File: config.mk
export PLATFORM = sky130hd
export DESIGN_NAME = secure_reg_arb
export DESIGN_NICKNAME = d
export VERILOG_FILES = /design/src/rtl/secure_reg_arb.sv
export SDC_FILE = /design/constraint.sdc
export NUM_CORES = 1
export LEC_CHECK = 0
export ABC_AREA = 1
export CAP_MARGIN = 20
export CORE_ASPECT_RATIO = 0.5
export CORE_MARGIN = 2
export CORE_UTILIZATION = 45
export DETAILED_ROUTE_END_ITERATION = 8
export GPL_TIMING_DRIVEN = 1
export HOLD_SLACK_MARGIN = 0.08
export PLACE_DENSITY = 0.74
export SETUP_SLACK_MARGIN = 0.1
export SYNTH_ARGS = -nofsm -noshare
export SYNTH_HDL_FRONTEND = slang
export SYNTH_SLANG_ARGS = --single-unit
File: constraint.sdc
create_clock -name clk -period 15.23 [get_ports clk]
set_clock_uncertainty 0.15 [all_clocks]
set_input_delay 2.2845 -clock clk [delete_from_list [all_inputs] [get_ports clk]]
set_output_delay 2.2845 -clock clk [all_outputs]
set_load 0.01 [all_outputs]
File: src/rtl/secure_reg_arb.sv
// ============================================================================
// Module   : secure_reg_arb
// Brief    : Round-robin arbiter sequencing NREQ requesters onto a NREG bank
//            under a lockable read/write access policy.
// Revision : 1.0
// ============================================================================
`default_nettype none

module secure_reg_arb #(
    parameter int NREQ = 3,
    parameter int NREG = 3,
    parameter int DW   = 8,
    parameter int AW   = 2
) (
    input  logic               clk,
    input  logic               rst,
    input  logic               cfg_we,
    input  logic [2:0]         cfg,
    output logic [2:0]         cfg_q,
    input  logic [NREQ-1:0]    req_valid,
    output logic [NREQ-1:0]    req_ready,
    input  logic [NREQ-1:0]    req_wr,
    input  logic [NREQ*AW-1:0] req_addr,
    input  logic [NREQ*DW-1:0] req_wdata,
    output logic [NREQ-1:0]    rsp_valid,
    output logic               rsp_err,
    output logic [DW-1:0]      rsp_rdata,
    output logic [NREG-1:0]    reg_re,
    output logic [NREG-1:0]    reg_we,
    output logic [DW-1:0]      reg_wd,
    input  logic [NREG*DW-1:0] reg_rd
);

    localparam int c_IW = $clog2(NREQ);

    localparam logic [1:0] c_IDLE   = 2'd0;
    localparam logic [1:0] c_ACCESS = 2'd1;
    localparam logic [1:0] c_RESP   = 2'd2;

    logic [1:0]      r_state;
    logic [c_IW-1:0] r_last;
    logic [c_IW-1:0] r_win;
    logic            r_wr;
    logic [AW-1:0]   r_addr;
    logic [DW-1:0]   r_wdata;
    logic            r_err;
    logic [DW-1:0]   r_rdata;
    logic [2:0]      r_cfg;

    logic            w_any;
    logic [c_IW-1:0] w_win;
    int              w_best;
    logic            w_sel_wr;
    logic [AW-1:0]   w_sel_addr;
    logic [DW-1:0]   w_sel_wdata;
    logic            w_addr_ok;
    logic [DW-1:0]   w_rd;
    logic            w_err;

    assign cfg_q = r_cfg;
    assign w_any = |req_valid;

    // Winner is the valid requester with the smallest rotational distance past r_last.
    always_comb begin
        w_win  = '0;
        w_best = NREQ;
        for (int i = 0; i < NREQ; i++) begin
            if (req_valid[i] && (((i + NREQ - 1 - int'(r_last)) % NREQ) < w_best)) begin
                w_best = (i + NREQ - 1 - int'(r_last)) % NREQ;
                w_win  = c_IW'(i);
            end
        end
    end

    always_comb begin
        w_sel_wr    = 1'b0;
        w_sel_addr  = '0;
        w_sel_wdata = '0;
        for (int i = 0; i < NREQ; i++) begin
            if (w_win == c_IW'(i)) begin
                w_sel_wr    = req_wr[i];
                w_sel_addr  = req_addr[i*AW +: AW];
                w_sel_wdata = req_wdata[i*DW +: DW];
            end
        end
    end

    always_comb begin
        w_addr_ok = 1'b0;
        w_rd      = '0;
        for (int j = 0; j < NREG; j++) begin
            if (r_addr == AW'(j)) begin
                w_addr_ok = 1'b1;
                w_rd      = reg_rd[j*DW +: DW];
            end
        end
        w_err = !w_addr_ok | (r_wr & !r_cfg[1]) | (!r_wr & !r_cfg[0]);
    end

    always_ff @(posedge clk) begin
        if (rst) begin
            r_state <= c_IDLE;
            r_last  <= c_IW'(NREQ - 1);
            r_win   <= '0;
            r_wr    <= 1'b0;
            r_addr  <= '0;
            r_wdata <= '0;
            r_err   <= 1'b0;
            r_rdata <= '0;
            r_cfg   <= 3'b000;
        end else begin
            if (cfg_we && !r_cfg[2]) begin
                r_cfg <= cfg;
            end
            case (r_state)
                c_IDLE: begin
                    if (w_any) begin
                        r_win   <= w_win;
                        r_last  <= w_win;
                        r_wr    <= w_sel_wr;
                        r_addr  <= w_sel_addr;
                        r_wdata <= w_sel_wdata;
                        r_state <= c_ACCESS;
                    end
                end
                c_ACCESS: begin
                    r_err   <= w_err;
                    r_rdata <= (!w_err && !r_wr) ? w_rd : '0;
                    r_state <= c_RESP;
                end
                c_RESP: begin
                    r_state <= c_IDLE;
                end
                default: begin
                    r_state <= c_IDLE;
                end
            endcase
        end
    end

    // Outputs are decoded from state and forced low while rst is high so an aborted access never strobes.
    always_comb begin
        req_ready = '0;
        rsp_valid = '0;
        rsp_err   = 1'b0;
        rsp_rdata = '0;
        reg_re    = '0;
        reg_we    = '0;
        reg_wd    = '0;
        if (!rst) begin
            case (r_state)
                c_IDLE: begin
                    for (int i = 0; i < NREQ; i++) begin
                        req_ready[i] = w_any && (w_win == c_IW'(i));
                    end
                end
                c_ACCESS: begin
                    reg_wd = r_wdata;
                    for (int j = 0; j < NREG; j++) begin
                        if (!w_err && (r_addr == AW'(j))) begin
                            reg_we[j] = r_wr;
                            reg_re[j] = !r_wr;
                        end
                    end
                end
                c_RESP: begin
                    for (int i = 0; i < NREQ; i++) begin
                        rsp_valid[i] = (r_win == c_IW'(i));
                    end
                    rsp_err   = r_err;
                    rsp_rdata = r_rdata;
                end
                default: begin
                    req_ready = '0;
                end
            endcase
        end
    end

endmodule

`default_nettype wire
### Yosys cells after proc, flatten, opt, wreduce, memory -nomap -nowiden

Index checks and enable logic that the tools add are counted.

| word-level totals | value |
|---|---|
| register bits | 29 |
| input port bits | 66 |
| output and inout port bits | 32 |
| word-level logic and storage cells | 96 |

| cells by class | value |
|---|---|
| add/sub/neg operators | 3 |
| divide/modulo/power cells | 3 |
| order comparisons | 3 |
| equality and inequality tests | 9 |
| muxes and demuxes | 42 |
| bitwise logic cells | 4 |
| reduce and logical (&&, ||, !) cells | 23 |

Operators with widths:

| operator | count |
|---|---|
| $mod 32x3->32 const B | 3 |
| $mux 8 | 11 |
| $lt 32x32->1 | 2 |
| $mux 32 | 2 |
| $lt 32x3->1 const B | 1 |
| $mux 3 | 8 |
| $mux 1 | 15 |
| $logic_and 1x1->1 | 11 |
| $mux 2 | 5 |
| $eq 2x1->1 const B | 4 |
| $eq 2x2->1 const B | 4 |
| $logic_not 2->1 | 4 |
| $logic_not 1->1 | 6 |
| $sub 2x2->3 const A | 2 |
| $pmux 2 s2 | 1 |
| $sub 3x2->4 const A | 1 |
| $reduce_or 3->1 | 1 |
| $and 1x1->1 | 2 |
| $ne 2x2->1 const B | 1 |
| $or 1x1->1 | 2 |
| $reduce_and 2->1 | 1 |

### Logic depth before layout (Yosys ltp)

| depth | value |
|---|---|
| depth in word-level cells | 15 |
| gate-level depth with buffers | 102 |
| gate-level depth less buffers | 99 |

### Worst setup path after synthesis

OpenSTA, ideal clock, no wires.

| timing | value |
|---|---|
| kind | register to output |
| start | reg r_last[0] |
| end | out req_ready[2] |
| arrival time | 9007 ps |
| data required time | 12796 ps |
| path slack | 3788 ps |
| cell stages (with the launch flop) | 89 |
| buffers on the path | 4 |
| cells stage by stage | dfxtp_1 -> inv_1 -> ha_1 -> nand2_4 -> clkinv_4 -> buf_2 -> nand2_1 -> ha_1 -> buf_2 -> inv_4 -> nand3_2 -> buf_2 -> nand4_1 -> nand3_1 -> nand2_1 -> nand2_1 -> nand2_1 -> nand3_2 -> (+53 left out) -> nand2_1 -> nand2_1 -> nand2_2 -> nand2_4 -> clkbuf_1 -> nand3_1 -> ha_1 -> a21oi_1 -> nand2_1 -> a211oi_1 -> nand2_1 -> nand2_1 -> nand2_2 -> nand2_2 -> nand2_4 -> nor2_2 -> inv_2 -> nor2_1 |

| on the way | value |
|---|---|
| longest elaborated chain between the ends | 15 |
| elaborated cells between the ends (all ways) | 20 |
| classes of those cells | add/sub (3); div (3); order compare (3); eq/ne (1); mux (6); reduce/logical (4) |

RTL lines:

| item | RTL line | RTL |
|---|---|---|
| start, declared | 41 | `logic [c_IW-1:0] r_last;` |
| start signal, assigned | 103 | `r_last <= c_IW'(NREQ - 1);` |
| start signal, assigned | 119 | `r_last <= w_win;` |
| $sub 2x2->3 | 68, 69 |  |
| $mod 32x3->32 | 68, 69 |  |
| $lt 32x3->1 | 68 | `if (req_valid[i] && (((i + NREQ - 1 - int'(r_last)) % NREQ) < w_best)) begin` |
| $logic_and 1x1->1 | 68 |  |
| $mux 32 | 68 |  |
| $lt 32x32->1 | 68 |  |
| $logic_and 1x1->1 | 68 |  |
| $mux 32 | 68 |  |
| $lt 32x32->1 | 68 |  |
| $logic_and 1x1->1 | 68 |  |
| $mux 2 (*) | 68 |  |
| $eq 2x2->1 (*) | 154 | `req_ready[i] = w_any && (w_win == c_IW'(i));` |
| $logic_and 1x1->1 (*) | 154 |  |
| $mux 3 (*) | 151 | `case (r_state)` |
| $mux 3 (*) | 150 | `if (!rst) begin` |
| end, declared | 21 | `output logic [NREQ-1:0] req_ready,` |

Every way passes the cells marked *; elsewhere a longest branch is shown, timed or not.

### Worst setup path in the final report

Ends and elaborated chain as after synthesis.

==> results.sh <==
export IMPL_status="finished clean"
export IMPL_finalWirelength_um=11200
export IMPL_synth_edf_count=0
export IMPL_period_needed_ns=13.75
export IMPL_grt_pass1_vias=4534
export IMPL_dp_cells=890
export IMPL_rows=24
export IMPL_cts_hold_buffers_added=0
export IMPL_worst_pin_slew_ns=0.712
export IMPL_drt_iter0_drc=279
export IMPL_placed_cell_area_um2=5000
export IMPL_dpl_hpwl_um=8560
export IMPL_syn_cell_area_um2=4010
export IMPL_nets=862
export IMPL_grt_overflow_total=0
export IMPL_root_buffer="clkbuf_16"
export IMPL_p_seq_frac=0.074
export IMPL_synth_fp_nets=782
export IMPL_post_route_period_util=0.903
export IMPL_stdcell_count=893
export IMPL_vias=4694
export IMPL_grt_max_degree=26
export IMPL_synth_compound_area_share=0.142
export IMPL_critical_path_arrival_ns=11.32
export IMPL_cp_slowest_cell="clkdlybuf4s50_1"
export IMPL_die_h_um=70.7
export IMPL_synth_cell_types=44
export IMPL_antenna_found_initial=0
export IMPL_clk_pin_slew_worst_paths_ns=0.06
export IMPL_switching_power_uw=769
export IMPL_finalHoldViolCount=0
export IMPL_cpMostUsedCell="nand2_1"
export IMPL_dieArea_um2=9720
export IMPL_syn_to_final_growth_pct=26.8
export IMPL_insertion_delay_ns=0.26
export IMPL_ys_top_cells_by_area="nand2_1 20%, dfxtp_1 14%, nand3_1 9.2%"
export IMPL_drcViolationCount=0
export IMPL_vdd_drop_max_v=0.000189
export IMPL_firstDrtPassIters=5
export IMPL_yosysSeqAreaShare=0.140
export IMPL_p_comb_frac=0.879
export IMPL_synth_top_area_cell="nand2_1"
export IMPL_avgRoutedWirePerCell_um=12.5
export IMPL_yosys_area_top_type_share=0.201
export IMPL_grtUsageTotal=0.235
export IMPL_synth_top_family_by_area="simple AND/OR/NAND/NOR gates"
export IMPL_clockPowerShare=0.046
export IMPL_relSlewSlack=0.524
export IMPL_vias_per_cell=5.26
export IMPL_fmax_ghz=0.0727
export IMPL_synth_commonest_cells="214 x nand2_1, 78 x nor2_1, 74 x nand3_1"
export IMPL_p_leak_nw=2.49
export IMPL_die_w_um=137
export IMPL_clkSinkCount=28
export IMPL_cts_tree="done"
export IMPL_yosys_mux_area_fraction=0
export IMPL_powerDensity_nw_per_um2=248
export IMPL_synth_adder_area_share=0.0562
export IMPL_diodes=0
export IMPL_core_area_um2=8680
export IMPL_place_congestion=0.911
export IMPL_post_cts_buffers=0
export IMPL_post_route_cell_area_um2=5080
export IMPL_synth_xor_area_frac=0.00437
export IMPL_cp_end_kind="output port"
export IMPL_crit_required_ns=12.80
export IMPL_cts_resized=0
export IMPL_setup_tns_ns=0
export IMPL_ys_ff_latch=28
export IMPL_hold_class="reg -> reg"
export IMPL_async_reset_ff_frac=0
export IMPL_path_max_fanout=24
export IMPL_drv_slew=0
export IMPL_clockBufferDepth=2
export IMPL_synthSimpleGateAreaFrac=0.545
export IMPL_start_util=0.462
export IMPL_post_synth_top_count_cell="nand2_1"
export IMPL_synth_cells=698
export IMPL_critical_path_class="reg -> out"
export IMPL_yosysWarnings=0
export IMPL_cts_htree_levels=1
export IMPL_grt_pass1_wl_um=19400
export IMPL_drv_cap=0
export IMPL_power_mw=1.26
export IMPL_drtAntennaViolNets=0
export IMPL_setup_viol=0
export IMPL_postSynthAreaPerCell_um2=5.74
export IMPL_io_pins=98
export IMPL_crit_path_start_kind="flip-flop"
export IMPL_portBuffers=97
export IMPL_synth_main_ff_cell="dfxtp_1"
export IMPL_numCtsBuffers=3
export IMPL_rsz0062_at_grt="false"
export IMPL_swShare=0.611
export IMPL_cpPeakStageDelay_ns=0.57
export IMPL_drive_gt1_frac=0.121
export IMPL_fin_util=0.585
export IMPL_p_int_uw=490
[per-layer routing]
metal | up-vias | wire length, um | GRT usage
met1 | 2098 | 5240 | 0.303
met2 | 136 | 5220 | 0.426
li1 | 2450 | - | -
met4 | 0 | 105 | 0.0332
met5 | - | 0 | 0
met3 | 10 | 604 | 0.0351
[kinds of logic (layout without fill, tap and decap cells)]
logic type / Yosys count / after routing
flops: 28 / 28
compound gates: 86 / 86
buf+inv: 105 / 183
xor+xnor: 2 / 2
fa+ha+maj: 18 / 18
simple gates: 459 / 459
[layout by cell type, fill, tap and decap left out, drive strengths merged, types with 3 or more instances in the layout]
master / Yosys / layout
nand2: 247 / 247
o22ai: 11 / 11
a22o: 8 / 8
buf: 16 / 3
nand3: 94 / 94
a21oi: 23 / 23
clkinv: 3 / 3
ha: 18 / 18
nand4: 21 / 21
dfxtp: 28 / 28
nor3: 8 / 8
clkdlybuf4s50: 0 / 97
o21ai: 32 / 32
nor2: 86 / 86
inv: 77 / 77
o211ai: 5 / 5
clkbuf: 9 / 3
[state kept, by name (all words and copies together), names as in the netlist]
name     cells
r_addr       2
r_state      2
r_rdata      8
cfg_q        3
r_last       2
r_win        1
r_wdata      8
r_wr         1
r_err        1
[worst max-delay path, delay by kind of cell (launching register included)]
family	cells	cell delay (ns)
AOI/OAI and AO/OA	6	0.83
and+or+nand+nor	69	7.29
buffers and inverters	8	1.36
adders and majority gates	3	1.03
DFF	1	0.49
[power by group through the flow]
stage	clock, mW	sequential [mW]	combinational [mW]
after floorplan	0	0.0922	0.911
final	0.0583	0.0934	1.11
after global placement	0	0.0941	1.07
after global routing	0.0621	0.0949	1.26
after detailed placement	0	0.0941	1.09
after CTS	0.0592	0.0930	1.10
[worst paths after layout]
kind                  start           end  slack [ns]  cells after the start
setup / recovery  r_last[0]  req_ready[2]        1.48                     86
hold / removal     cfg_q[1]      cfg_q[1]        0.34                      2
setup reg to reg  r_last[0]    r_wdata[0]        4.41                     87
hold reg to reg    cfg_q[1]      cfg_q[1]        0.34                      2
[through the flow]
stage	hold WS (ns)	worst slack [ns]
2_1_floorplan	0.313	3.79
3_5_place_dp	0.332	1.65
4_1_cts	0.343	1.34
3_3_place_gp	0.326	1.93
5_1_grt	0.375	0.148
6_report	0.336	1.48
[layout make-up]
class	count	area [um2]
inverter	80	310
sequential	28	561
tap	117	146
timing repair buffer	100	993
fill	864	3600
clock buffer	3	75.1
multi-input combinational	565	2990
No activity file was read; power rests on OpenSTA's default activity.
